[config.mk]
export PLATFORM = sky130hd
export DESIGN_NAME = nibble_serial_adder
export DESIGN_NICKNAME = d
export VERILOG_FILES = /design/src/rtl/nibble_serial_adder_pkg.sv /design/src/rtl/nibble_serial_adder_cla4.sv /design/src/rtl/nibble_serial_adder.sv
export SDC_FILE = /design/constraint.sdc
export NUM_CORES = 1
export LEC_CHECK = 0
export CORE_ASPECT_RATIO = 0.6
export CORE_MARGIN = 5
export CORE_UTILIZATION = 25
export DETAILED_ROUTE_END_ITERATION = 10
export GPL_TIMING_DRIVEN = 1
export MAX_ROUTING_LAYER = met4
export PLACE_DENSITY_LB_ADDON = 0.2
export SLEW_MARGIN = 20
export SYNTH_ARGS = -nofsm -noshare
export SYNTH_HDL_FRONTEND = slang
export SYNTH_SLANG_ARGS = --single-unit
[constraint.sdc]
create_clock -name clk -period 1.6 [get_ports clk]
set_clock_uncertainty 0.05 [all_clocks]
set_input_delay 0.32 -clock clk [delete_from_list [all_inputs] [get_ports clk]]
set_output_delay 0.32 -clock clk [all_outputs]
set_load 0.02 [all_outputs]
[src/rtl/nibble_serial_adder_pkg.sv]
// Shared definitions for the nibble-serial adder.
//   state_t    : control FSM states (IDLE accepts, RUN iterates, DONE presents)
//   NIB_W      : width of one nibble slice
//   cnt_width  : bits needed to count NIBS nibbles (clog2, never below 1)
package nibble_serial_adder_pkg;

  typedef enum logic [1:0] {
    IDLE,
    RUN,
    DONE
  } state_t;

  localparam int NIB_W = 4;

  // Smallest w >= 1 with 2**w >= nibs, so a counter of this width can hold
  // every nibble index 0 .. nibs-1.
  function automatic int cnt_width(input int nibs);
    int w;
    w = 1;
    while ((1 << w) < nibs) w++;
    return w;
  endfunction

endpackage

[src/rtl/nibble_serial_adder_cla4.sv]
// 4-bit carry-lookahead adder slice.
//   a, b : nibble operands
//   cin  : carry into bit 0
//   sum  : a + b + cin, low four bits
//   cout : carry out of bit 3
//   pb   : group propagate (all four bits propagate)
//   gb   : group generate (the slice produces a carry by itself)
module CLA4Block (
  input  logic [3:0] a,
  input  logic [3:0] b,
  input  logic       cin,
  output logic [3:0] sum,
  output logic       cout,
  output logic       pb,
  output logic       gb
);

  logic [3:0] p;
  logic [3:0] g;
  logic [3:0] c;

  assign p = a ^ b;
  assign g = a & b;

  // Every internal carry is flattened from p/g and cin, so no carry ripples
  // from one bit to the next.
  assign c[0] = cin;
  assign c[1] = g[0] | (p[0] & cin);
  assign c[2] = g[1] | (p[1] & g[0]) | (p[1] & p[0] & cin);
  assign c[3] = g[2] | (p[2] & g[1]) | (p[2] & p[1] & g[0])
              | (p[2] & p[1] & p[0] & cin);

  assign pb   = &p;
  assign gb   = g[3] | (p[3] & g[2]) | (p[3] & p[2] & g[1])
              | (p[3] & p[2] & p[1] & g[0]);
  assign cout = gb | (pb & cin);
  assign sum  = p ^ c;

endmodule

[src/rtl/nibble_serial_adder.sv]
// Nibble-serial two's-complement adder: one CLA4 slice is reused over
// WIDTH/4 clocks, least significant nibble first.
//   clk, rst_n          : clock (rising edge), asynchronous active-low reset
//   in_valid/in_ready   : operand handshake; a, b, cin sampled on accept
//   out_valid/out_ready : result handshake; result held until taken
//   sum, cout           : a + b + cin modulo 2**WIDTH, and its carry out
//   overflow            : signed overflow of the addition
//   zero                : sum is all zeros
module nibble_serial_adder
  import nibble_serial_adder_pkg::*;
#(
  parameter int WIDTH = 16
) (
  input  logic             clk,
  input  logic             rst_n,
  input  logic             in_valid,
  output logic             in_ready,
  input  logic [WIDTH-1:0] a,
  input  logic [WIDTH-1:0] b,
  input  logic             cin,
  output logic             out_valid,
  input  logic             out_ready,
  output logic [WIDTH-1:0] sum,
  output logic             cout,
  output logic             overflow,
  output logic             zero
);

  localparam int NIBS  = WIDTH / NIB_W;
  localparam int CNT_W = cnt_width(NIBS);

  generate
    if ((WIDTH % NIB_W) != 0 || WIDTH < NIB_W) begin : g_bad_width
      $error("nibble_serial_adder: WIDTH must be a positive multiple of 4");
    end
  endgenerate

  state_t             state;
  state_t             next_state;
  logic [CNT_W-1:0]   cnt;
  logic               carry;
  logic [WIDTH-1:0]   op_a;
  logic [WIDTH-1:0]   op_b;
  logic               sign_a;
  logic               sign_b;
  logic [WIDTH-1:0]   sum_r;
  logic [NIB_W-1:0]   slice_sum;
  logic               slice_cout;
  logic               pb_unused;
  logic               gb_unused;
  logic [WIDTH+NIB_W-1:0] sum_cat;
  logic [WIDTH-1:0]   sum_next;
  logic               last_nib;

  CLA4Block u_cla4 (
    .a    (op_a[NIB_W-1:0]),
    .b    (op_b[NIB_W-1:0]),
    .cin  (carry),
    .sum  (slice_sum),
    .cout (slice_cout),
    .pb   (pb_unused),
    .gb   (gb_unused)
  );

  // New nibble enters at the top while the register moves right, so after
  // NIBS steps the first nibble has reached bit 0. Written as a wide
  // concatenation so it also works when WIDTH is a single nibble.
  assign sum_cat  = {slice_sum, sum_r};
  assign sum_next = sum_cat[WIDTH+NIB_W-1:NIB_W];
  assign last_nib = (cnt == CNT_W'(NIBS - 1));

  assign sum       = sum_r;
  assign in_ready  = (state == IDLE);
  assign out_valid = (state == DONE);

  always_ff @(posedge clk or negedge rst_n) begin
    if (!rst_n) state <= IDLE;
    else        state <= next_state;
  end

  always_comb begin
    next_state = state;
    case (state)
      IDLE:    if (in_valid)  next_state = RUN;
      RUN:     if (last_nib)  next_state = DONE;
      DONE:    if (out_ready) next_state = IDLE;
      default: next_state = IDLE;
    endcase
  end

  // Datapath: capture on accept, one nibble per RUN cycle, and the flags are
  // computed from the fully assembled sum on the final nibble so they stay
  // frozen throughout DONE.
  always_ff @(posedge clk or negedge rst_n) begin
    if (!rst_n) begin
      cnt      <= '0;
      carry    <= 1'b0;
      op_a     <= '0;
      op_b     <= '0;
      sign_a   <= 1'b0;
      sign_b   <= 1'b0;
      sum_r    <= '0;
      cout     <= 1'b0;
      overflow <= 1'b0;
      zero     <= 1'b0;
    end else begin
      case (state)
        IDLE: begin
          if (in_valid) begin
            op_a   <= a;
            op_b   <= b;
            carry  <= cin;
            sign_a <= a[WIDTH-1];
            sign_b <= b[WIDTH-1];
            cnt    <= '0;
          end
        end
        RUN: begin
          op_a  <= op_a >> NIB_W;
          op_b  <= op_b >> NIB_W;
          sum_r <= sum_next;
          carry <= slice_cout;
          cnt   <= cnt + CNT_W'(1);
          if (last_nib) begin
            cout     <= slice_cout;
            overflow <= (sign_a == sign_b) && (sum_next[WIDTH-1] != sign_a);
            zero     <= (sum_next == '0);
          end
        end
        default: ;
      endcase
    end
  end

endmodule

==> results.md, run 1 <==
* Outcome: finished with violations
* Violated checks: negative setup slack
* Post-synthesis net count at 312
* Post-Syn Instances at 269
* CTS Buf Count at 9
* DRC at 0
* Via Count at 2094
* Overflow after GRT at 0
* Top cells by area, synth: dfrtp_1 (54%), nand2_1 (12%), mux2i_1 (8.3%), o21ai_1 (5.3%), o21ai_0 (2.4%)
* Synth Area per Inst at 9.917 um2
* Crit path largest cell delay at about 570 ps
* CTS tree: done
* Nets@finish at 389
* Clock sink total at 58
* Reg2Reg Setup Slack at -110 ps
* Initial DRC Count at 138
* Top FF cell, synth: dfrtp_1
* Initial antenna violation count at 0
* Diodes inserted at 0
* Minimum clock period at 1713 ps
* Drt total wl at a little over 7 mm
* Post-synth cell types at 40
* Final period util at 107.1%
* Mux share of post-synthesis cell area at 9.099%
* Adder-Cell Fraction of Synth Area at 3.096%
* CP Launch Type: flip-flop
* Synth Area in XOR/XNOR at less than 1%
* Main combinational cell family by area after synthesis: simple AND/OR/NAND/NOR gates
* Setup Crit Path Kind: flip-flop to flip-flop
* Average wire per cell in the routed design at 14.77 um
* Post-synth top area share at 54.41%
* CP top delay family: adder cells
* Starting Density at 25.44%
* RD Place Congestion at 0.7472
* First-pass GRT wire length at about 12 mm
* Synth Area in Simple Gates at 17.50%
* Worst EP required at about 1800 ps
* Area fraction in compound gates after synthesis at 10.93%
* Dpl hpwl at 4.778 mm
* Worst min path class: flip-flop to flip-flop
* Fin util at about two fifths
* Design Power at 8.517 mW
* Largest net degree at the start of global routing at 59
* Fill cell count at 1033
* Max Cap Violations at 0
* Fin. Hold Viols at 0
* Die Y at 90.02 um
* Core area at 10490 um2
* Post-Syn Area at 2668 um2
* Clock Pin Slew Worst Setup and Hold Paths at ~50 ps
* Final Worst Setup Slack at -113.0 ps
* Yosys reg bits at 58
* Pwr/cell area at 2107 nW/um2
* Synth async-reset ratio at 100.0%
* Slew margin rel. at 77.82%
* Clk Latency, worst-skew pair at 330 ps
* Max-slew violations at 0
* Share of layout cells above drive strength 1 at approximately 18%
* Antenna viol nets, final at 0
* Final Non-Filler Cells at between 400 and 500
* Port buffer count at between 50 and 60
* R2r worst-path depth at 5
* Placed insts at about 470
* Die Span X at 143.4 um
* Syn-to-layout area delta at 51.50%
* Critical Path, Cell by Cell: inv_2, fa_1, nand3_2, nor4b_4, a32o_1
* Buffers plus inverters on the worst setup path at 1
* Hold_ws at approximately 420 ps
* Pre-CTS setup slack at -179.7 ps
* Fmax at 583.8 MHz
* DRT Pass-1 Iters at 4
* Total Routing Usage GR at roughly an eighth
* Die area at about 13000 um2
* Num ports at 58
* Critical path arrival at 1930 ps
* Critical path depth at 5
* Row cnt at 29
* Actual slew at the worst max-slew pin at 329.7 ps
* Sequential fraction of the synthesis area at 54.41%
* Clock tree buffer depth at 2
* RSZ-0062 raised after global routing: yes
* Vias per cell at 4.273
* Warnings, synthesis at 0
* Crit. End Element: flip-flop
* Endpoints failing setup at 2
* CTS Root Buffer Type: clkbuf_16
* Leak at 1.835 nW
* Hold depth at 2
* Peak supply drop at approximately 750 uV
* H-Tree Depth at 3
* Slowest cell on the critical path: fa_1
* CP Max Fanout at 2
* Vias in the first global route at around 2100
* Yosys top cell by area: dfrtp_1
* Number of flops mapped to enable cells by yosys at 0
## registers in the layout, summed over array words and instances (netlist names)
name	count
overflow	1
sign_a	1
carry	1
zero	1
sign_b	1
cnt	2
sum	16
state	2
op_b	16
op_a	16
cout	1
## through the flow
step | TNS (ps) | cell area, um2
floorplan | 0 | 2668
global placement | -3785 | 3505
detailed placement | -4136 | 3505
CTS | -223.5 | 3904
global route | -415.6 | 4041
finish | -155.0 | 4041
## layout by cell type, fill, tap and decap left out, types with 2 or more instances in the layout
| cell | n |
|---|---|
| nand2_1 | 83 |
| dfrtp_1 | 56 |
| clkdlybuf4s50_1 | 35 |
| o21ai_1 | 29 |
| mux2i_1 | 21 |
| dlygate4sd2_1 | 19 |
| buf_4 | 12 |
| o21ai_0 | 11 |
| clkbuf_16 | 11 |
| nor2_1 | 8 |
| buf_12 | 6 |
| ha_4 | 3 |
| clkbuf_8 | 3 |
| inv_2 | 2 |
| inv_1 | 2 |
| nand2b_1 | 2 |
| a22o_1 | 2 |
| mux2_4 | 2 |
| a21oi_1 | 2 |
| nor4_1 | 2 |
| ha_1 | 2 |
| bufinv_16 | 2 |
| dfrtp_2 | 2 |
| clkbuf_2 | 2 |
| buf_6 | 2 |
## kinds of logic after synthesis
logic type / after synthesis
AND/OR/NAND/NOR: 108
flip-flops: 58
AO/OA/AOI/OAI: 52
multiplexers: 24
buffers and inverters: 19
adder cells (fa/ha/maj): 6
XOR/XNOR: 2
## synthesized netlist by cell type (2+ instances only)
master / count
clkbuf_1: 3
nand2b_1: 2
o21ai_0: 13
dfrtp_1: 58
mux2_2: 2
nor4_1: 2
a22o_1: 2
ha_1: 5
buf_2: 6
mux2i_1: 22
nor2_1: 8
o21ai_1: 28
inv_1: 4
a21oi_1: 3
nand2_1: 83
buf_8: 2
nand3_1: 2
clkbuf_2: 2
## report_power, final
part	total (mW)	internal [mW]	leakage [nW]	switching [mW]
Clock	2.14	1.49	0.165	0.656
Combinational	3.81	1.80	0.924	2.02
Sequential	2.56	2.09	0.746	0.479
## routing by layer
metal	share of wire [%]	up-vias	global-route usage (%)
met3	5.9	5	5.196
met2	41	57	15.31
li1	-	1064	-
met1	52	968	17.44
met5	0	-	-
met4	1.1	0	3.292
## worst min-delay path: stages, from the launching register on
cell	delay, ps
dfrtp_1	330
nand2_1	50
nand2_1	60
## final timing paths
kind | from | end
min in group asynchronous | rst_n | sum[5]
max in group asynchronous | rst_n | op_b[1]
hold reg to reg | sum[2] | sum[2]
setup / recovery | op_b[0] | zero
setup reg to reg | op_b[0] | zero
hold / removal | sum[2] | sum[2]
## final cells by class
cell class / count / area, um2 / area share [%]
tap: 139 / 173.9 / 4.303
sequential: 58 / 1454 / 35.98
timing repair buffer: 81 / 852.1 / 21.08
multi-input combinational: 192 / 1207 / 29.88
clock buffer: 12 / 266.5 / 6.594
clock inverter: 4 / 72.57 / 1.796
inverter: 4 / 15.01 / 0.3715
## repair_timing
action,in CTS,in global routing
pin swaps,5,9
gates cloned,1,2
hold buffers,1,0
setup buffers,1,2
endpoints found under the hold margin,58,0
setup endpoints to repair,27,26
gates resized for setup,32,21
Power figures use the tool's default switching activity.
==> run 2, diff against run 1 <==
--- a/config.mk
+++ b/config.mk
@@ -7,10 +7,9 @@
 export LEC_CHECK = 0
 export CORE_ASPECT_RATIO = 0.6
 export CORE_MARGIN = 5
-export CORE_UTILIZATION = 25
+export CORE_UTILIZATION = 43
 export DETAILED_ROUTE_END_ITERATION = 10
 export GPL_TIMING_DRIVEN = 1
-export MAX_ROUTING_LAYER = met4
 export PLACE_DENSITY_LB_ADDON = 0.2
 export SLEW_MARGIN = 20
 export SYNTH_ARGS = -nofsm -noshare
==> results.md, run 2 (synthesized netlist as in run 1, its figures left out) <==
* Port buffer count at 57 (unchanged)
* Final Worst Setup Slack at -31.19 ps (+81.78 ps)
* DRC at 0 (unchanged)
* DRT Pass-1 Iters at 4 (unchanged)
* Actual slew at the worst max-slew pin at 439.9 ps (+110.2 ps)
* Slew margin rel. at 70.67% (-7.1 points)
* Vias in the first global route at 2084 (-0.096%)
* Antenna viol nets, final at 0 (unchanged)
* Clock sink total at 58 (unchanged)
* Fin util at 63.62% (+25 points)
* Average wire per cell in the routed design at 14.34 um (-2.8%)
* Clock tree buffer depth at 2 (unchanged)
* Violated checks: negative setup slack
* Via Count at 2116 (+1.1%)
* CTS Root Buffer Type: clkbuf_8
* Die area at 7930 um2 (-39%)
* Largest net degree at the start of global routing at 31 (-47%)
* CP Max Fanout at 2 (unchanged)
* Fin area at 3852 um2 (-4.7%)
* CP Launch Type: flip-flop
* RSZ-0062 raised after global routing: yes
* H-Tree Depth at 3 (unchanged)
* Placed Area at 3503 um2 (about the same)
* Crit. End Element: flip-flop
* Max-slew violations at 0 (unchanged)
* Vias per cell at 4.831 (+13%)
* Initial antenna violation count at 0 (unchanged)
* Overflow after GRT at 0 (unchanged)
* First-pass GRT wire length at 10.40 mm (-11%)
* Setup Crit Path Kind: flip-flop to flip-flop
* Pre-CTS setup slack at -165.3 ps (+14.43 ps)
* CTS tree: done
* Dpl hpwl at 4.426 mm (-7.4%)
* Pwr/cell area at 2008 nW/um2 (-4.7%)
* Drt total wl at 6.283 mm (-13%)
* Initial DRC Count at 78 (-43%)
* Leak at 1.774 nW (-3.3%)
* Worst min path class: primary input to async pin
* Most common cell after layout, fill and taps aside: nand2_1
* Num ports at 58 (unchanged)
* Fill cell count at 526 (-49%)
* Peak supply drop at 978.6 uV (+30%)
* Setup TNS at -50.06 ps (+105.0 ps)
* Clk Latency, worst-skew pair at 340 ps (about the same)
* Die Y at 71.01 um (-21%)
* Clock Pin Slew Worst Setup and Hold Paths at 70 ps (+20 ps)
* Max Cap Violations at 0 (unchanged)
* Most frequent cells in the layout: nand2_1 (83), dfrtp_1 (57), clkdlybuf4s50_1 (35)
* CTS Buf Count at 9 (unchanged)
* Die Span X at 111.7 um (-22%)
* Fmax at 613.0 MHz (+5.0%)
* Row cnt at 22 (-24%)
* Critical path arrival at 1860 ps (-70 ps)
* Core area at 6056 um2 (-42%)
* Outcome: finished with violations
* Syn-to-layout area delta at 44.42%
* RD Place Congestion at 0.7471 (about the same)
* Starting Density at 44.05% (+19 points)
* Endpoints failing setup at 2 (unchanged)
* Nets@finish at 392 (+0.77%)
* Share of layout cells above drive strength 1 at 17.51% (-0.15 points)
* Design Power at 7.734 mW (-9.2%)
* Final period util at 101.9% (-5.1 points)
* Fin. Hold Viols at 0 (unchanged)
* Minimum clock period at 1631 ps (-81.78 ps)
* Diodes inserted at 0 (unchanged)
* Total Routing Usage GR at 16.56% (+4.4 points)
* Worst EP required at 1830 ps (about the same)
run 2: cell types whose count changed in the layout (fill, tap and decap cells not counted), moves of 2 or more:
cell       delta
mux2_2        +2
o21ai_0       +2
mux2_4        -2
buf_12        +2
buf_6         -2
clkbuf_16     -9
clkbuf_8      +7
o21ai_1       -2
buf_4         +4
run 2: per-stage QoR:
stage          hold WS, ps  cells
5_1_grt              436.8    438
2_1_floorplan       -25.59    269
4_1_cts              394.4    433
6_report             403.3    438
3_5_place_dp         235.0    416
3_3_place_gp         230.8    416
run 2: metal layers:
metal  vias up  routed length (um)  track usage, %
met3         7                 311           6.410
met2        48                2616           22.84
met1       997                3298           24.50
met4         0                  57           3.644
met5         -                   0               0
li1       1064                   -               -
run 2: path summary, 6_finish.rpt:
check,slack [ps],startpoint,to,cells past startpoint
min in group clk,420,sum[0],sum[0],2
max,-30,carry,zero,5
min reg2reg,420,sum[0],sum[0],2
max in group asynchronous,620,rst_n,op_b[7],3
max reg2reg,-30,carry,zero,5
min,400,rst_n,op_a[12],2
run 2: final cells by class:
| type | count | area (um2) | area share [%] |
|---|---|---|---|
| flip-flops and latches | 58 | 1453 | 37.71 |
| multi-input cells | 192 | 1189 | 30.85 |
| repair buffers | 84 | 872.1 | 22.64 |
| clock buffers | 11 | 141.4 | 3.670 |
| well taps | 84 | 105.1 | 2.728 |
| clock inverters | 5 | 77.57 | 2.014 |
| inverters | 4 | 15.01 | 0.3897 |
run 2: worst max-delay path: stages, from the launching register on:
cell	delay, ps
dfrtp_1	380
inv_2	50
fa_1	580
nand3_2	90
nor4b_4	240
a32o_1	190
run 2: power breakdown:
group	leakage (nW)	switching [mW]	internal, mW	total [mW]
clock	0.109	0.591	0.914	1.51
sequential	0.747	0.466	2.08	2.55
combinational	0.918	1.93	1.75	3.68
total	1.77	2.99	4.74	7.73
run 2: timing repair:
| item | CTS | global route |
|---|---|---|
| setup endpoints to repair | 23 | 17 |
| buffers inserted | 0 | 3 |
| gates resized for setup | 34 | 5 |
| hold buffers | 1 | 0 |
| gates cloned | 0 | 2 |
| pin swaps | 6 | 2 |
| hold endpoints to repair | 14 | 0 |
==> run 3, diff against run 2 <==
--- a/config.mk
+++ b/config.mk
@@ -7,7 +7,7 @@
 export LEC_CHECK = 0
 export CORE_ASPECT_RATIO = 0.6
 export CORE_MARGIN = 5
-export CORE_UTILIZATION = 43
+export CORE_UTILIZATION = 45
 export DETAILED_ROUTE_END_ITERATION = 10
 export GPL_TIMING_DRIVEN = 1
 export PLACE_DENSITY_LB_ADDON = 0.2
==> results.md, run 3 (synthesized netlist as in run 1, its figures left out) <==
* Slowest cell on the critical path: dfrtp_1
* Num ports at 58 (unchanged)
* First-pass GRT wire length at 10.36 mm (-0.40%)
* Setup TNS at -141.2 ps (-91.18 ps)
* Total Routing Usage GR at 17.20% (+0.64 points)
* Sequential power share at 33.9% (+1.0 points)
* CP Launch Type: flip-flop
* Minimum clock period at 1688 ps (+57.30 ps)
* Dpl hpwl at 4.435 mm (+0.22%)
* Pre-CTS setup slack at -222.1 ps (-56.80 ps)
* Critical Path, Cell by Cell: ha_4, buf_4, nand4b_1, nand4_1, or3b_1
* Clock share of power at 15.2% (-4.3 points)
* Actual slew at the worst max-slew pin at 408.7 ps (-31.16 ps)
* Drt total wl at 6.640 mm (+5.7%)
* CTS Root Buffer Type: clkbuf_8
* Initial antenna violation count at 0 (unchanged)
* Endpoints failing setup at 2 (unchanged)
* Reg2Reg Launch Point: op_a[2]
* Vias in the first global route at 2128 (+2.1%)
* Row cnt at 21 (-4.5%)
* Via Count at 2177 (+2.9%)
* Logic pwr share at 50.9% (+3.3 points)
* Critical path arrival at 1850 ps (about the same)
* CTS tree: done
* Clk Latency, worst-skew pair at 330 ps (about the same)
* Slew margin rel. at 72.75% (+2.1 points)
* Share of layout cells above drive strength 1 at 17.60% (+0.084 points)
* Worst EP required at 1760 ps (-70 ps)
* Leak at 1.768 nW (-0.34%)
* Fmax at 592.2 MHz (-3.4%)
* H-Tree Depth at 3 (unchanged)
* Final period util at 105.5% (+3.6 points)
* Clock Pin Slew Worst Setup and Hold Paths at 70 ps (about the same)
* Final Worst Setup Slack at -88.49 ps (-57.30 ps)
* CTS Buf Count at 9 (unchanged)
* Initial DRC Count at 85 (+9.0%)
* DRT Pass-1 Iters at 4 (unchanged)
* Fin. Hold Viols at 0 (unchanged)
* RD Place Congestion at 0.7757 (+3.8%)
* Max Cap Violations at 0 (unchanged)
* CP Max Fanout at 4 (+2)
* Most frequent cells in the layout: nand2_1 (83), dfrtp_1 (58), clkdlybuf4s50_1 (35)
* Crit. End Element: flip-flop
* Fin area at 3826 um2 (-0.68%)
* Clock sink total at 58 (unchanged)
* Antenna viol nets, final at 0 (unchanged)
* Violated checks: negative setup slack
* DRC at 0 (unchanged)
* Pwr/cell area at 1961 nW/um2 (-2.3%)
* Overflow after GRT at 0 (unchanged)
* Syn-to-layout area delta at 43.43%
* Cell-internal power at 4.500 mW (-5.1%)
* Crit. Startpoint: op_a[2]
* Die Y at 69.64 um (-1.9%)
* Die area at 7618 um2 (-3.9%)
* Placed Area at 3446 um2 (-1.6%)
* Clock tree buffer depth at 2 (unchanged)
* Port buffer count at 57 (unchanged)
* Crit path largest cell delay at 450 ps (-130 ps)
* Die Span X at 109.4 um (-2.0%)
* Max-slew violations at 0 (unchanged)
* Peak supply drop at 1127 uV (+15%)
* Diodes inserted at 0 (unchanged)
* Largest net degree at the start of global routing at 33 (+6.5%)
* Switching Share at 40.02% (+1.4 points)
* Nets@finish at 396 (+1.0%)
* Average wire per cell in the routed design at 15.16 um (+5.7%)
* Sw Pwr at 3.003 mW (+0.44%)
* Core area at 5649 um2 (-6.7%)
* Vias per cell at 4.970 (+2.9%)
* Starting Density at 47.22% (+3.2 points)
* Worst min path class: primary input to async pin
* Outcome: finished with violations
* RSZ-0062 raised after global routing: yes
* Setup Crit Path Kind: flip-flop to flip-flop
* Most common cell after layout, fill and taps aside: nand2_1
-- run 3: area by class of cell --
type	count	area [um2]
clock buffers	13	148.9
fillers	460	1823
well taps	80	100.1
clock inverters	3	15.01
multi-input cells	192	1177
repair buffers	88	918.4
flip-flops and latches	58	1451
inverters	4	15.01
-- run 3: worst max-delay path: cells and delay by family, from the launching register on --
kind	cells	cell delay, ps
AND/OR/NAND/NOR	3	650
buffers and inverters	1	100
adder cells (fa/ha/maj)	1	300
flip-flops	1	450
-- run 3: layer usage --
layer	GRT usage, %	vias to the layer above	routed length, um
li1	-	1079	-
met1	24.44	1033	3332
met2	25.08	54	2890
met3	5.674	11	343
met4	4.564	0	73
met5	0	-	0
-- run 3: stage by stage --
step | hold WS (ps) | power (mW) | util (%) | std cells
after floorplan | -25.59 | 4.610 | - | 269
after global placement | 220.9 | 5.882 | 61.00 | 410
after detailed placement | 218.7 | 5.993 | 61.00 | 410
after CTS | 393.1 | 7.189 | 65.05 | 430
after global routing | 439.8 | 8.042 | 67.73 | 438
final | 393.1 | 7.503 | 67.73 | 438
-- run 3: path summary, 6_finish.rpt --
kind,to,slack (ps),cells past startpoint
worst max register to register,overflow,-90,5
worst min register to register,sum[0],420,2
worst max-delay path,overflow,-90,5
max in group asynchronous,sum[6],630,3
worst min-delay path,op_a[4],390,2
min in group clk,sum[0],420,2
-- run 3: power by group through the flow --
| stage | registers, mW | clock network [mW] | logic (mW) |
|---|---|---|---|
| global placement | 2.51 | 0 | 3.37 |
| detailed placement | 2.53 | 0 | 3.46 |
| floorplan | 2.65 | 0 | 1.96 |
| global route | 2.63 | 1.22 | 4.19 |
| finish | 2.54 | 1.14 | 3.82 |
| CTS | 2.52 | 1.16 | 3.51 |
-- run 3: timing repair --
| action | CTS | global route |
|---|---|---|
| buffers inserted | 3 | 4 |
| setup endpoints to repair | 24 | 18 |
| hold buffers | 1 | 0 |
| endpoints found under the hold margin | 13 | 0 |
| gates resized for setup | 35 | 12 |
| pin swaps | 9 | 7 |
| gates cloned | 0 | 4 |
